**src/rtl/pq_pkg.sv**
```systemverilog
// Shared types and helpers for the hardware priority queue family and its clients.
package pq_pkg;

  localparam int PQ_CAPACITY = 255;
  localparam int KW          = 8;
  localparam int VW          = 8;
  localparam logic [KW-1:0] KEYINF = '1;

  typedef struct packed {
    logic [KW-1:0] key;
    logic [VW-1:0] value;
  } kv_t;

  typedef enum logic {
    FILL  = 1'b0,
    DRAIN = 1'b1
  } pq_client_state_t;

  function automatic logic cmp_kv_gt(input kv_t a, input kv_t b);
    return a.key > b.key;
  endfunction

  // KEYINF marks an empty slot inside the PQ, so it can never be stored as data.
  function automatic logic is_sentinel(input kv_t kv);
    return kv.key == KEYINF;
  endfunction

endpackage

```
**src/rtl/pq_batch_sorter_out_reg.sv**
```systemverilog
// Single-entry valid/ready output register carrying one kv_t item and its last flag.
module pq_out_reg
  import pq_pkg::*;
(
  input  logic clk,
  input  logic rst,
  input  logic load,
  input  kv_t  load_kv,
  input  logic load_last,
  input  logic ready,
  output logic valid,
  output kv_t  kv,
  output logic last,
  output logic can_load
);

  assign can_load = !valid || ready;

  // A load always wins over a consume so back-to-back items stream at full rate.
  always_ff @(posedge clk) begin
    if (rst) begin
      valid <= 1'b0;
      kv    <= '0;
      last  <= 1'b0;
    end else if (load) begin
      valid <= 1'b1;
      kv    <= load_kv;
      last  <= load_last;
    end else if (ready) begin
      valid <= 1'b0;
    end
  end

endmodule

```
**src/rtl/pq_batch_sorter.sv**
```systemverilog
// Batch client for a HWPQ: enqueue a batch of items, then drain the queue in priority order.
module pq_batch_sorter
  import pq_pkg::*;
#(
  parameter int CAP = PQ_CAPACITY,
  parameter int CW  = $clog2(CAP + 1)
) (
  input  logic          clk,
  input  logic          rst,
  input  logic          in_valid,
  output logic          in_ready,
  input  kv_t           in_kv,
  input  logic          in_last,
  output logic          out_valid,
  input  logic          out_ready,
  output kv_t           out_kv,
  output logic          out_last,
  output logic          pq_enq,
  output logic          pq_deq,
  output kv_t           pq_kvi,
  input  kv_t           pq_kvo,
  input  logic          pq_full,
  input  logic          pq_empty,
  input  logic          pq_busy,
  output logic [CW-1:0] count,
  output logic          ovf,
  output logic          bad_key
);

  pq_client_state_t state, state_next;
  logic [CW-1:0]    count_next;
  logic             accept;
  logic             ovf_set;
  logic             bad_set;
  logic             can_load;

  always_ff @(posedge clk) begin
    if (rst) begin
      state   <= FILL;
      count   <= '0;
      ovf     <= 1'b0;
      bad_key <= 1'b0;
    end else begin
      state   <= state_next;
      count   <= count_next;
      ovf     <= ovf | ovf_set;
      bad_key <= bad_key | bad_set;
    end
  end

  // The count guard keeps the tracked occupancy bounded even if pq_full lags.
  always_comb begin
    state_next = state;
    count_next = count;
    in_ready   = 1'b0;
    accept     = 1'b0;
    pq_enq     = 1'b0;
    pq_deq     = 1'b0;
    pq_kvi     = '0;
    ovf_set    = 1'b0;
    bad_set    = 1'b0;
    unique case (state)
      FILL: begin
        in_ready = !pq_busy && !pq_full && (count != CW'(CAP));
        accept   = in_valid && in_ready;
        if (accept) begin
          if (is_sentinel(in_kv)) begin
            bad_set = 1'b1;
          end else begin
            pq_enq     = 1'b1;
            pq_kvi     = in_kv;
            count_next = count + CW'(1);
          end
          if (in_last && (count_next != '0)) begin
            state_next = DRAIN;
          end
        end else if (pq_full && (count != '0)) begin
          state_next = DRAIN;
          ovf_set    = 1'b1;
        end
      end
      DRAIN: begin
        pq_deq = !pq_busy && !pq_empty && can_load && (count != '0);
        if (pq_deq) begin
          count_next = count - CW'(1);
          if (count == CW'(1)) begin
            state_next = FILL;
          end
        end
      end
      default: state_next = FILL;
    endcase
  end

  pq_out_reg u_out_reg (
    .clk       (clk),
    .rst       (rst),
    .load      (pq_deq),
    .load_kv   (pq_kvo),
    .load_last (count == CW'(1)),
    .ready     (out_ready),
    .valid     (out_valid),
    .kv        (out_kv),
    .last      (out_last),
    .can_load  (can_load)
  );

endmodule

```
**config.mk**
```make
export PLATFORM = sky130hd
export DESIGN_NAME = pq_batch_sorter
export DESIGN_NICKNAME = d
export VERILOG_FILES = /design/src/rtl/pq_pkg.sv /design/src/rtl/pq_batch_sorter_out_reg.sv /design/src/rtl/pq_batch_sorter.sv
export SDC_FILE = /design/constraint.sdc
export NUM_CORES = 1
export LEC_CHECK = 0
export CAP_MARGIN = 5
export CORE_MARGIN = 2
export CORE_UTILIZATION = 43
export CTS_BUF_LIST = sky130_fd_sc_hd__clkbuf_16
export DETAILED_ROUTE_END_ITERATION = 16
export PLACE_DENSITY = 0.95
export SLEW_MARGIN = 20
export SYNTH_ARGS = -nofsm -noshare
export SYNTH_HDL_FRONTEND = slang
export SYNTH_SLANG_ARGS = --single-unit
```
**constraint.sdc**
```tcl
create_clock -name clk -period 4.3 [get_ports clk]
set_input_delay 1.075 -clock clk [delete_from_list [all_inputs] [get_ports clk]]
set_output_delay 1.075 -clock clk [all_outputs]
set_load 0.02 [all_outputs]
```
==> summary.md, run 1 <==
| Metric | Value |
|---|---|
| Post-synth EDFFs | `0` |
| Static leakage | `1.18 nW` |
| Minimum clock period | `4120 ps` |
| Initial DRC count | `110` |
| Reg2Reg Launch Point | `count[0]` |
| ANT cells | `0` |
| Ranking of synthesized cells by area | `dfxtp_1 34%, mux2i_1 10%, and3_1 7.0%` |
| VDD IR-drop max | `0.000260 V` |
| Seq/Total Area, Yosys | `0.341` |
| Yosys warning total | `0` |
| Synth area leader | `dfxtp_1` |
| Port bufs | `86` |
| Cts hold-fix bufs | `0` |
| Initial DRT Pass Iterations | `4` |
| Share of flip-flops with an asynchronous set or reset | `0` |
| # IOs | `87` |
| Max Clock Skew | `5.90 ps` |
| Post-CTS Resized | `0` |
| Worst-Skew Late Latency | `280 ps` |
| Crit path capture type | `output pin` |
| Syn avg cell area | `8.64 um2` |
| Post-synth top flop | `dfxtp_1` |
| Hold depth | `2` |
| Vias in the first global route | `1612` |
| Drt wl/cell | `14.8 um` |
| RR Endpoint | `count[6]` |
| Die area | `0.00448 mm2` |
| FF-to-FF setup slack | `1860 ps` |
| Setup TNS | `0 ps` |
| Rows | `22` |
| Max-slew violations | `0` |
| # fillers | `307` |
| Power Density | `278 mW/mm2` |
| Cell Area, Placed | `0.00257 mm2` |
| Die Ht | `66.9 um` |
| Synth Register Bits | `29` |
| Largest net degree at the start of global routing | `28` |
| Yosys top cell area share | `0.341` |
| Req. time, crit path | `3220 ps` |
| Antenna Nets Post-Route | `0` |
| Post-route clock period utilization | `0.957` |
| Global-route wire length before repair | `7620 um` |
| Vias/cell | `5.39` |
| Hold Path Class | `reg -> reg` |
| CTS clk-pin slew, worst paths | `40 ps` |
| Die X | `66.9 um` |
| Initial antenna violation count | `0` |
| Layout Area Growth over Synthesis | `59.1%` |
| Slew @ Worst Pin | `931 ps` |
| Hold path start | `u_out_reg.last` |
| Max Fclk | `0.243 GHz` |
| Outcome | `complete, no violations` |
| Final Hold Vio Count | `0` |
| Max-capacitance violation count | `0` |
| Total vias in the final route | `1768` |
| Cts bufs inserted | `5` |
| Post-CTS setup buffers | `0` |
| CP Class | `in -> out` |
| Crit path max fanout | `18` |
| RSZ-0062 raised after global routing | `false` |
| Starting Density | `0.455` |
| Synth Net Count | `241` |
| Layout cells sized above 1 | `0.0821` |
| CTS H-tree depth | `2` |
| Core Area | `0.00374 mm2` |
| Pre-CTS setup slack | `215 ps` |
| # DRC | `0` |
| Root Buffer | `clkbuf_16` |
| Mapped cell area | `0.00170 mm2` |
| Total Routed Length | `4870 um` |
| Total Routing Usage GR | `0.228` |
| Final setup vio count | `0` |
| Worst min-delay path endpoint | `u_out_reg.last` |
| Fin area | `0.00271 mm2` |
| Slew headroom | `0.377` |
| Startpoint class of the critical path | `primary input` |
| Clock sinks | `29` |
| Cells after Synth | `197` |
| Dpl hpwl | `3610 um` |
| Final-stage net count | `324` |
| Synth unique cells | `49` |
| Arrival time worst endpoint | `3040 ps` |
| CTS tree | `yes` |
| Routability cong. | `0.851` |
| CTS Buffer Depth | `2` |
| Worst setup margin | `185 ps` |
| GRT overflow | `0` |
| R2R depth | `6` |
## state kept, by name, summed over array words and instances, names as in the netlist
register         flops
bad_key              1
u_out_reg.kv        16
u_out_reg.valid      1
count                8
u_out_reg.last       1
ovf                  1
state                1
## cell usage after synthesis, types with 2 or more instances
library cell and count:
nand4_1 4, nor2_1 31, buf_2 2, mux2i_1 17, o21ai_0 2, dfxtp_1 29, a21oi_1 12, and3_1 19
ha_1 4, nand2b_1 2, a31oi_1 3, nor3_1 2, clkbuf_1 7, o21ai_1 2, nor2b_1 3, buf_4 2
nand2_1 7, a21oi_2 2, nand3_1 3, inv_1 6, or3_1 5, mux2_4 4, and2_1 3
## kinds of logic after synthesis
| logic type | share of synthesized area |
|---|---|
| xor gates and xnor gates | 0.00515 |
| adders and majority gates | 0.0294 |
| DFF | 0.341 |
| AOI/OAI and AO/OA | 0.138 |
| muxes | 0.142 |
| buffers and inverters | 0.0537 |
| and+or+nand+nor | 0.291 |
## area by class of cell
cell class | count | area, um2 | area share
clock inverters | 2 | 7.51 | 0.00277
well taps | 48 | 60.1 | 0.0222
inverters | 7 | 28.8 | 0.0106
multi-input cells | 149 | 1030 | 0.380
clock buffers | 5 | 125 | 0.0462
repair buffers | 88 | 876 | 0.323
flip-flops and latches | 29 | 581 | 0.214
## placed cells by master, fill, tap and decap left out, types with 3 or more instances in the layout
cell,instances
nand2_1,7
nor2b_1,3
nand3_1,3
a21oi_1,12
a31oi_1,3
clkbuf_16,5
and3_1,19
clkdlybuf4s50_1,86
ha_1,4
mux2i_1,17
mux2_4,4
dfxtp_1,29
nand4_1,4
or3_1,5
nor2_1,31
inv_1,7
and2_1,3
## worst max-delay path, stage by stage
cell and delay [ps]:
clkdlybuf4s50_1 470, nor3_2 300, o311a_4 360, and3_1 200
clkdlybuf4s50_1 630
## metrics by stage
step	total power [W]	util	hold slack, ps	cells
floorplan	0.000369	-	533	197
CTS	0.000752	0.723	460	328
finish	0.000752	0.723	453	328
global route	0.000778	0.723	489	328
global placement	0.000438	0.688	446	321
detailed placement	0.000440	0.688	454	321
## routing by layer
layer,share of wire,track usage
met1,0.42,0.270
met2,0.50,0.386
met3,0.070,0.0760
met4,0.011,0.0689
met5,0,0
## report_power, final
part | internal (W) | switching (W) | total (W)
Combinational | 0.0000802 | 0.0000684 | 0.000149
Sequential | 0.000276 | 0.0000119 | 0.000288
Clock | 0.000205 | 0.000110 | 0.000315
## worst max-delay path by stage
stage	slack, ps	cells past startpoint	from	endpoint
3_5_place_dp	220	5	in_kv[8]	pq_kvi[6]
6_report	180	5	pq_busy	pq_kvi[6]
4_1_cts	210	5	pq_busy	pq_kvi[6]
3_3_place_gp	270	5	in_kv[10]	pq_kvi[15]
2_1_floorplan	1070	5	in_kv[8]	pq_kvi[10]
5_1_grt	130	5	in_kv[10]	pq_kvi[9]
Note: power is estimated with default switching activity, not from simulation.
==> inputs of run 2 (changes only) <==
--- a/config.mk
+++ b/config.mk
@@ -5,7 +5,7 @@
 export SDC_FILE = /design/constraint.sdc
 export NUM_CORES = 1
 export LEC_CHECK = 0
-export CAP_MARGIN = 5
+export CAP_MARGIN = 20
 export CORE_MARGIN = 2
 export CORE_UTILIZATION = 43
 export CTS_BUF_LIST = sky130_fd_sc_hd__clkbuf_16
==> results of run 2 <==
No change in the layout: final DEF, timing and power equal those of run 1.
